<file path="src/rtl/down_counter8_if.sv">
// down_counter8_if: control and status bundle for down_counter8.
// master drives load/load_val/start/stop/auto_reload and observes qout/busy/held/tc;
// slave is the counter side.
interface down_counter8_if #(
    parameter int WIDTH = 8
);
    logic             load;
    logic [WIDTH-1:0] load_val;
    logic             start;
    logic             stop;
    logic             auto_reload;
    logic [WIDTH-1:0] qout;
    logic             busy;
    logic             held;
    logic             tc;
    modport master (
        output load, load_val, start, stop, auto_reload,
        input  qout, busy, held, tc
    );
    modport slave (
        input  load, load_val, start, stop, auto_reload,
        output qout, busy, held, tc
    );
endinterface

</file>
<file path="src/rtl/down_counter8.sv">
// down_counter8: loadable down-counter/timer with prescaler, one-shot and auto-reload modes.
// Ports: clk (rising edge), reset_n (async, active-low), bus (down_counter8_if.slave):
//   load/load_val capture count and reload value, start/stop control the run,
//   auto_reload selects periodic mode, qout is the count, busy/held expose RUN/HOLD,
//   tc is a one-cycle terminal-count pulse.
module down_counter8 #(
    parameter int WIDTH    = 8,
    parameter int PRESCALE = 1
) (
    input logic            clk,
    input logic            reset_n,
    down_counter8_if.slave bus
);
    typedef enum logic [1:0] {IDLE, RUN, HOLD} state_t;
    state_t           state, state_n;
    logic [WIDTH-1:0] q, q_n, rl, rl_n;
    logic [7:0]       pc, pc_n;
    logic             tc, tc_n, tick;
    assign tick = pc == 8'(PRESCALE - 1);
    always_ff @(posedge clk or negedge reset_n)
        if (!reset_n) begin
            state <= IDLE;
            q     <= '0;
            rl    <= '0;
            pc    <= '0;
            tc    <= 1'b0;
        end else begin
            state <= state_n;
            q     <= q_n;
            rl    <= rl_n;
            pc    <= pc_n;
            tc    <= tc_n;
        end
    always_comb begin
        state_n = state;
        q_n     = q;
        rl_n    = rl;
        pc_n    = pc;
        tc_n    = 1'b0;
        if (bus.load) begin
            q_n     = bus.load_val;
            rl_n    = bus.load_val;
            pc_n    = '0;
            state_n = IDLE;
        end else begin
            case (state)
                IDLE:
                    if (bus.start && !bus.stop && q != '0) begin
                        state_n = RUN;
                        pc_n    = '0;
                    end
                RUN:
                    if (bus.stop)
                        state_n = HOLD;
                    else begin
                        pc_n = tick ? '0 : pc + 8'd1;
                        if (tick) begin
                            if (q > WIDTH'(1))
                                q_n = q - WIDTH'(1);
                            else begin
                                // terminal tick: reload only when there is a nonzero value to reload
                                tc_n = 1'b1;
                                if (bus.auto_reload && rl != '0)
                                    q_n = rl;
                                else begin
                                    q_n     = '0;
                                    state_n = IDLE;
                                end
                            end
                        end
                    end
                HOLD:
                    if (bus.start && !bus.stop)
                        state_n = RUN;
                default:
                    state_n = IDLE;
            endcase
        end
    end
    assign bus.qout = q;
    assign bus.busy = state == RUN;
    assign bus.held = state == HOLD;
    assign bus.tc   = tc;
endmodule

</file>
<file path="src/flat_wrapper.sv">
// flat-port wrapper written by rule: the top's interface ports become plain ports
module down_counter8_flat 
#(
    parameter int WIDTH    = 8,
    parameter int PRESCALE = 1
)
  (clk, reset_n, bus_load, bus_load_val, bus_start, bus_stop, bus_auto_reload, bus_qout, bus_busy, bus_held, bus_tc);
  down_counter8_if #(.WIDTH(WIDTH)) bus_i ();
  input logic clk;
  input logic reset_n;
  input wire logic [$bits(bus_i.load)-1:0] bus_load;
  input wire logic [$bits(bus_i.load_val)-1:0] bus_load_val;
  input wire logic [$bits(bus_i.start)-1:0] bus_start;
  input wire logic [$bits(bus_i.stop)-1:0] bus_stop;
  input wire logic [$bits(bus_i.auto_reload)-1:0] bus_auto_reload;
  output wire logic [$bits(bus_i.qout)-1:0] bus_qout;
  output wire logic [$bits(bus_i.busy)-1:0] bus_busy;
  output wire logic [$bits(bus_i.held)-1:0] bus_held;
  output wire logic [$bits(bus_i.tc)-1:0] bus_tc;
  assign bus_i.load = bus_load;
  assign bus_i.load_val = bus_load_val;
  assign bus_i.start = bus_start;
  assign bus_i.stop = bus_stop;
  assign bus_i.auto_reload = bus_auto_reload;
  assign bus_qout = bus_i.qout;
  assign bus_busy = bus_i.busy;
  assign bus_held = bus_i.held;
  assign bus_tc = bus_i.tc;
  down_counter8 #(.WIDTH(WIDTH), .PRESCALE(PRESCALE)) u_core (.clk(clk), .reset_n(reset_n), .bus(bus_i));
endmodule
</file>
<file path="config.mk">
export PLATFORM = sky130hd
export DESIGN_NAME = down_counter8_flat
export DESIGN_NICKNAME = d
export VERILOG_FILES = /design/src/rtl/down_counter8_if.sv /design/src/rtl/down_counter8.sv /design/src/flat_wrapper.sv
export SDC_FILE = /design/constraint.sdc
export NUM_CORES = 1
export LEC_CHECK = 0
export CAP_MARGIN = 25
export CORE_MARGIN = 4
export CORE_UTILIZATION = 40
export DETAILED_ROUTE_END_ITERATION = 6
export PLACE_DENSITY = 0.68
export SETUP_SLACK_MARGIN = 0.2
export SLEW_MARGIN = 20
export SYNTH_ARGS = -nofsm -noshare
export SYNTH_HDL_FRONTEND = slang
export SYNTH_SLANG_ARGS = --single-unit
</file>
<file path="constraint.sdc">
create_clock -name clk -period 4.1 [get_ports clk]
set_input_delay 0.82 -clock clk [delete_from_list [all_inputs] [get_ports clk]]
set_output_delay 0.82 -clock clk [all_outputs]
set_load 0.01 [all_outputs]
</file>
==> results.py <==
metrics = {
    "finish": {
        "syn2layout_area_growth_pct": 17.6,
        "multi_input_comb_area_um2": 997,
        "layout_common_cells": "dfrtp_1, clkdlybuf4s50_1, nand3_1",
        "antenna_cells": 0,
        "seq_area_um2": 676,
        "drive_above_1_share_pct": 12.6,
        "fin_nets": 227,
        "fill_cells": 413,
        "final_common_cell": "dfrtp_1",
    },
    "setup_path": {
        "rr_endpoint": "u_core.bus.qout[1]",
        "cp-startpoint": "bus_load",
        "worst_r2r_startpoint": "u_core.bus.qout[0]",
        "critPathRequiredTime_ps": 4230,
        "start_kind": "input port",
        "critPathCapture": "u_core.bus.qout[2]",
        "crit_type": "in -> reg",
        "r2r_setup_slack_ps": 1790,
        "arrival_ps": 2560,
        "crit_path_end_kind": "register",
        "critPathMaxStageDelay_ps": 500,
        "rr_worst_depth": 6,
        "critical-path-slowest-cell": "clkdlybuf4s50_1",
        "crit_chain": "clkdlybuf4s50_1 -> buf_4 -> nor4b_1 -> nand3_1 -> o21ai_0 -> a32oi_1",
        "cp_max_fo": 24,
    },
    "sta": {
        "period_needed_ps": 2430,
        "fmax_mhz": 412,
        "setup_viol": 0,
        "finalSetupTns_ps": 0,
        "rsz0062_at_grt": "no",
        "tightest_slew_ps": 745,
        "final_hold_viol_count": 0,
        "finClkSkew_ps": 5.31,
        "slew_headroom_pct": 50.2,
        "hold_slack_ps": 539,
        "drv_slew": 0,
        "finalCritPeriodShare_pct": 59.2,
    },
    "global_route": {
        "grt_pass1_vias": 1553,
        "grt_pass1_wl_um": 7490,
        "grt_overflow": 0,
        "grt_use_total_pct": 16.8,
        "grt_max_degree": 28,
        "antenna_found_initial": 0,
    },
    "power_and_ir_drop": {
        "p_leak_nw": 0.816,
        "netSwitchingFraction_pct": 30.2,
        "power_density_nw_per_um2": 288,
        "switchingPower_w": 0.000181,
        "power_frac_seq_pct": 52.3,
        "internal_power_w": 0.000420,
        "comb_power_share_pct": 22.4,
        "power.share.clock_pct": 25.3,
        "irDropWorstVdd_uv": 146,
    },
    "synth": {
        "syn_area_um2": 1780,
        "yosysTopAreaCellShare_pct": 38.1,
        "ys.flop_type": "dfrtp_1",
        "netlist_instances": 186,
        "avgSynthCellArea_um2": 9.55,
        "synth_cell_types": 59,
        "synthTopCellsByArea": "dfrtp_1, nand3_1, mux2_2, ha_1, a32oi_1",
        "netlist.top_cell.by_area": "dfrtp_1",
        "ys_async_sr_fraction_pct": 100,
        "synth_edf_count": 0,
        "ys_seq_elements": 27,
        "ys_warn_count": 0,
        "seq_area_frac_synth_pct": 38.1,
        "syn_nets": 205,
    },
    "placed_design": {
        "gp_congestion": 0.804,
        "portBuffers": 24,
        "dp_hpwl_um": 3010,
    },
    "floorplan": {
        "die_area_um2": 5570,
        "core_um2": 4140,
        "die_w_um": 74.6,
        "die_y_um": 74.6,
        "placementRows": 23,
        "start_util_pct": 42.8,
        "pin_count": 25,
    },
    "clock_tree": {
        "clk_pin_slew_worst_paths_ps": 90,
        "htreeDepth": 1,
        "cts-resized-gates": 0,
        "numCtsBuffers": 3,
        "cts-root-buf": "clkbuf_8",
        "worstSkewPairLatency_ps": 270,
        "postCtsSetupBuffers": 0,
        "cts_tree": "done",
        "clkSinkCount": 27,
        "ctsHoldBuffers": 0,
        "clockBufferDepth": 2,
    },
    "drt": {
        "vias": 1554,
        "drc": 0,
        "drt_iter0_drc": 165,
        "postRouteAntennaNets": 0,
        "routed_wl_um": 4240,
        "wl_per_cell_um": 16.5,
        "first_pass_iters": 5,
        "viasPerCell": 6.05,
    },
    "worst_hold_path": {
        "hp-class": "reg -> reg",
    },
    "status": {
        "outcome": "finished, final reports clean",
    },
    "flow_run": {
        "maxCapViolCount": 0,
    },
}
-- layout make-up --
| class | instances | area share [%] |
|---|---|---|
| flip-flops and latches | 27 | 32.4 |
| multi-input cells | 137 | 47.8 |
| well taps | 50 | 3.00 |
| repair buffers | 27 | 12.6 |
| inverters | 12 | 2.16 |
| clock buffers | 4 | 2.16 |
-- power groups by stage --
| stage | logic (W) | clock network (W) | registers (W) |
|---|---|---|---|
| after CTS | 0.000135 | 0.000159 | 0.000314 |
| after floorplan | 0.0000795 | 0 | 0.000312 |
| final | 0.000135 | 0.000152 | 0.000314 |
| after global routing | 0.000149 | 0.000170 | 0.000318 |
| after global placement | 0.000134 | 0 | 0.000318 |
| after detailed placement | 0.000134 | 0 | 0.000319 |
-- cells in the mapped netlist (2+ instances only) --
cell,n
dfrtp_1,27
nand3_1,15
inv_1,12
nor2_1,11
nand2_1,8
o21ai_0,8
a32oi_1,7
mux2_2,6
ha_1,5
o31ai_1,5
a21oi_1,4
nand4_1,4
o211ai_1,4
a311oi_1,3
a31oi_1,3
and2_1,3
buf_2,3
clkbuf_1,3
nor2b_1,3
nor4_1,3
o21a_1,3
a22oi_1,2
and3_1,2
and3_2,2
buf_6,2
nor3_1,2
nor3b_1,2
nor4b_1,2
or2_2,2
-- per-layer routing --
layer	routed length (um)	GRT usage (%)
met4	26	4.15
met3	169	2.27
met1	2170	25.6
met5	0	0
met2	1870	25.3
-- registers in the layout, summed over array words and instances, names as in the netlist --
| register | count |
|---|---|
| u_core.state | 2 |
| u_core.bus.qout | 8 |
| u_core.pc | 8 |
| u_core.bus.tc | 1 |
| u_core.rl | 8 |
-- cells by family (layout without fill, tap and decap cells) --
| logic type | Yosys count | count (layout) | share of synthesized area [%] |
|---|---|---|---|
| AO/OA/AOI/OAI | 55 | 55 | 24.8 |
| XOR/XNOR | 1 | 1 | 0.493 |
| adder cells (fa/ha/maj) | 5 | 5 | 3.52 |
| buffers and inverters | 22 | 43 | 5.78 |
| flip-flops | 27 | 27 | 38.1 |
| multiplexers | 7 | 7 | 4.37 |
| AND/OR/NAND/NOR | 69 | 69 | 23.0 |
-- per-stage QoR --
step / cell area (um2) / instances / setup slack [ps] / power [W] / util [%]
global route: 2090 / 257 / 1510 / 0.000636 / 50.4
global placement: 2040 / 253 / 1400 / 0.000453 / 49.3
finish: 2090 / 257 / 1670 / 0.000601 / 50.4
CTS: 2090 / 257 / 1690 / 0.000608 / 50.4
detailed placement: 2040 / 253 / 1390 / 0.000453 / 49.3
floorplan: 1780 / 186 / 2020 / 0.000392 / -
-- critical path, delay by kind of cell --
| kind | cells | cell delay (ps) |
|---|---|---|
| and+or+nand+nor | 2 | 730 |
| buffers and inverters | 2 | 760 |
| AOI/OAI and AO/OA | 2 | 250 |
-- worst min path at each step --
stage / start / end / slack, ps / cells past startpoint
6_report: u_core.state[0] / u_core.state[0] / 540 / 1
3_3_place_gp: u_core.rl[2] / u_core.rl[2] / 520 / 1
3_5_place_dp: u_core.rl[0] / u_core.rl[0] / 520 / 1
2_1_floorplan: u_core.state[0] / u_core.state[0] / 480 / 1
4_1_cts: u_core.state[0] / u_core.state[0] / 540 / 1
5_1_grt: u_core.rl[3] / u_core.rl[3] / 570 / 1
Power figures use the tool's default switching activity.
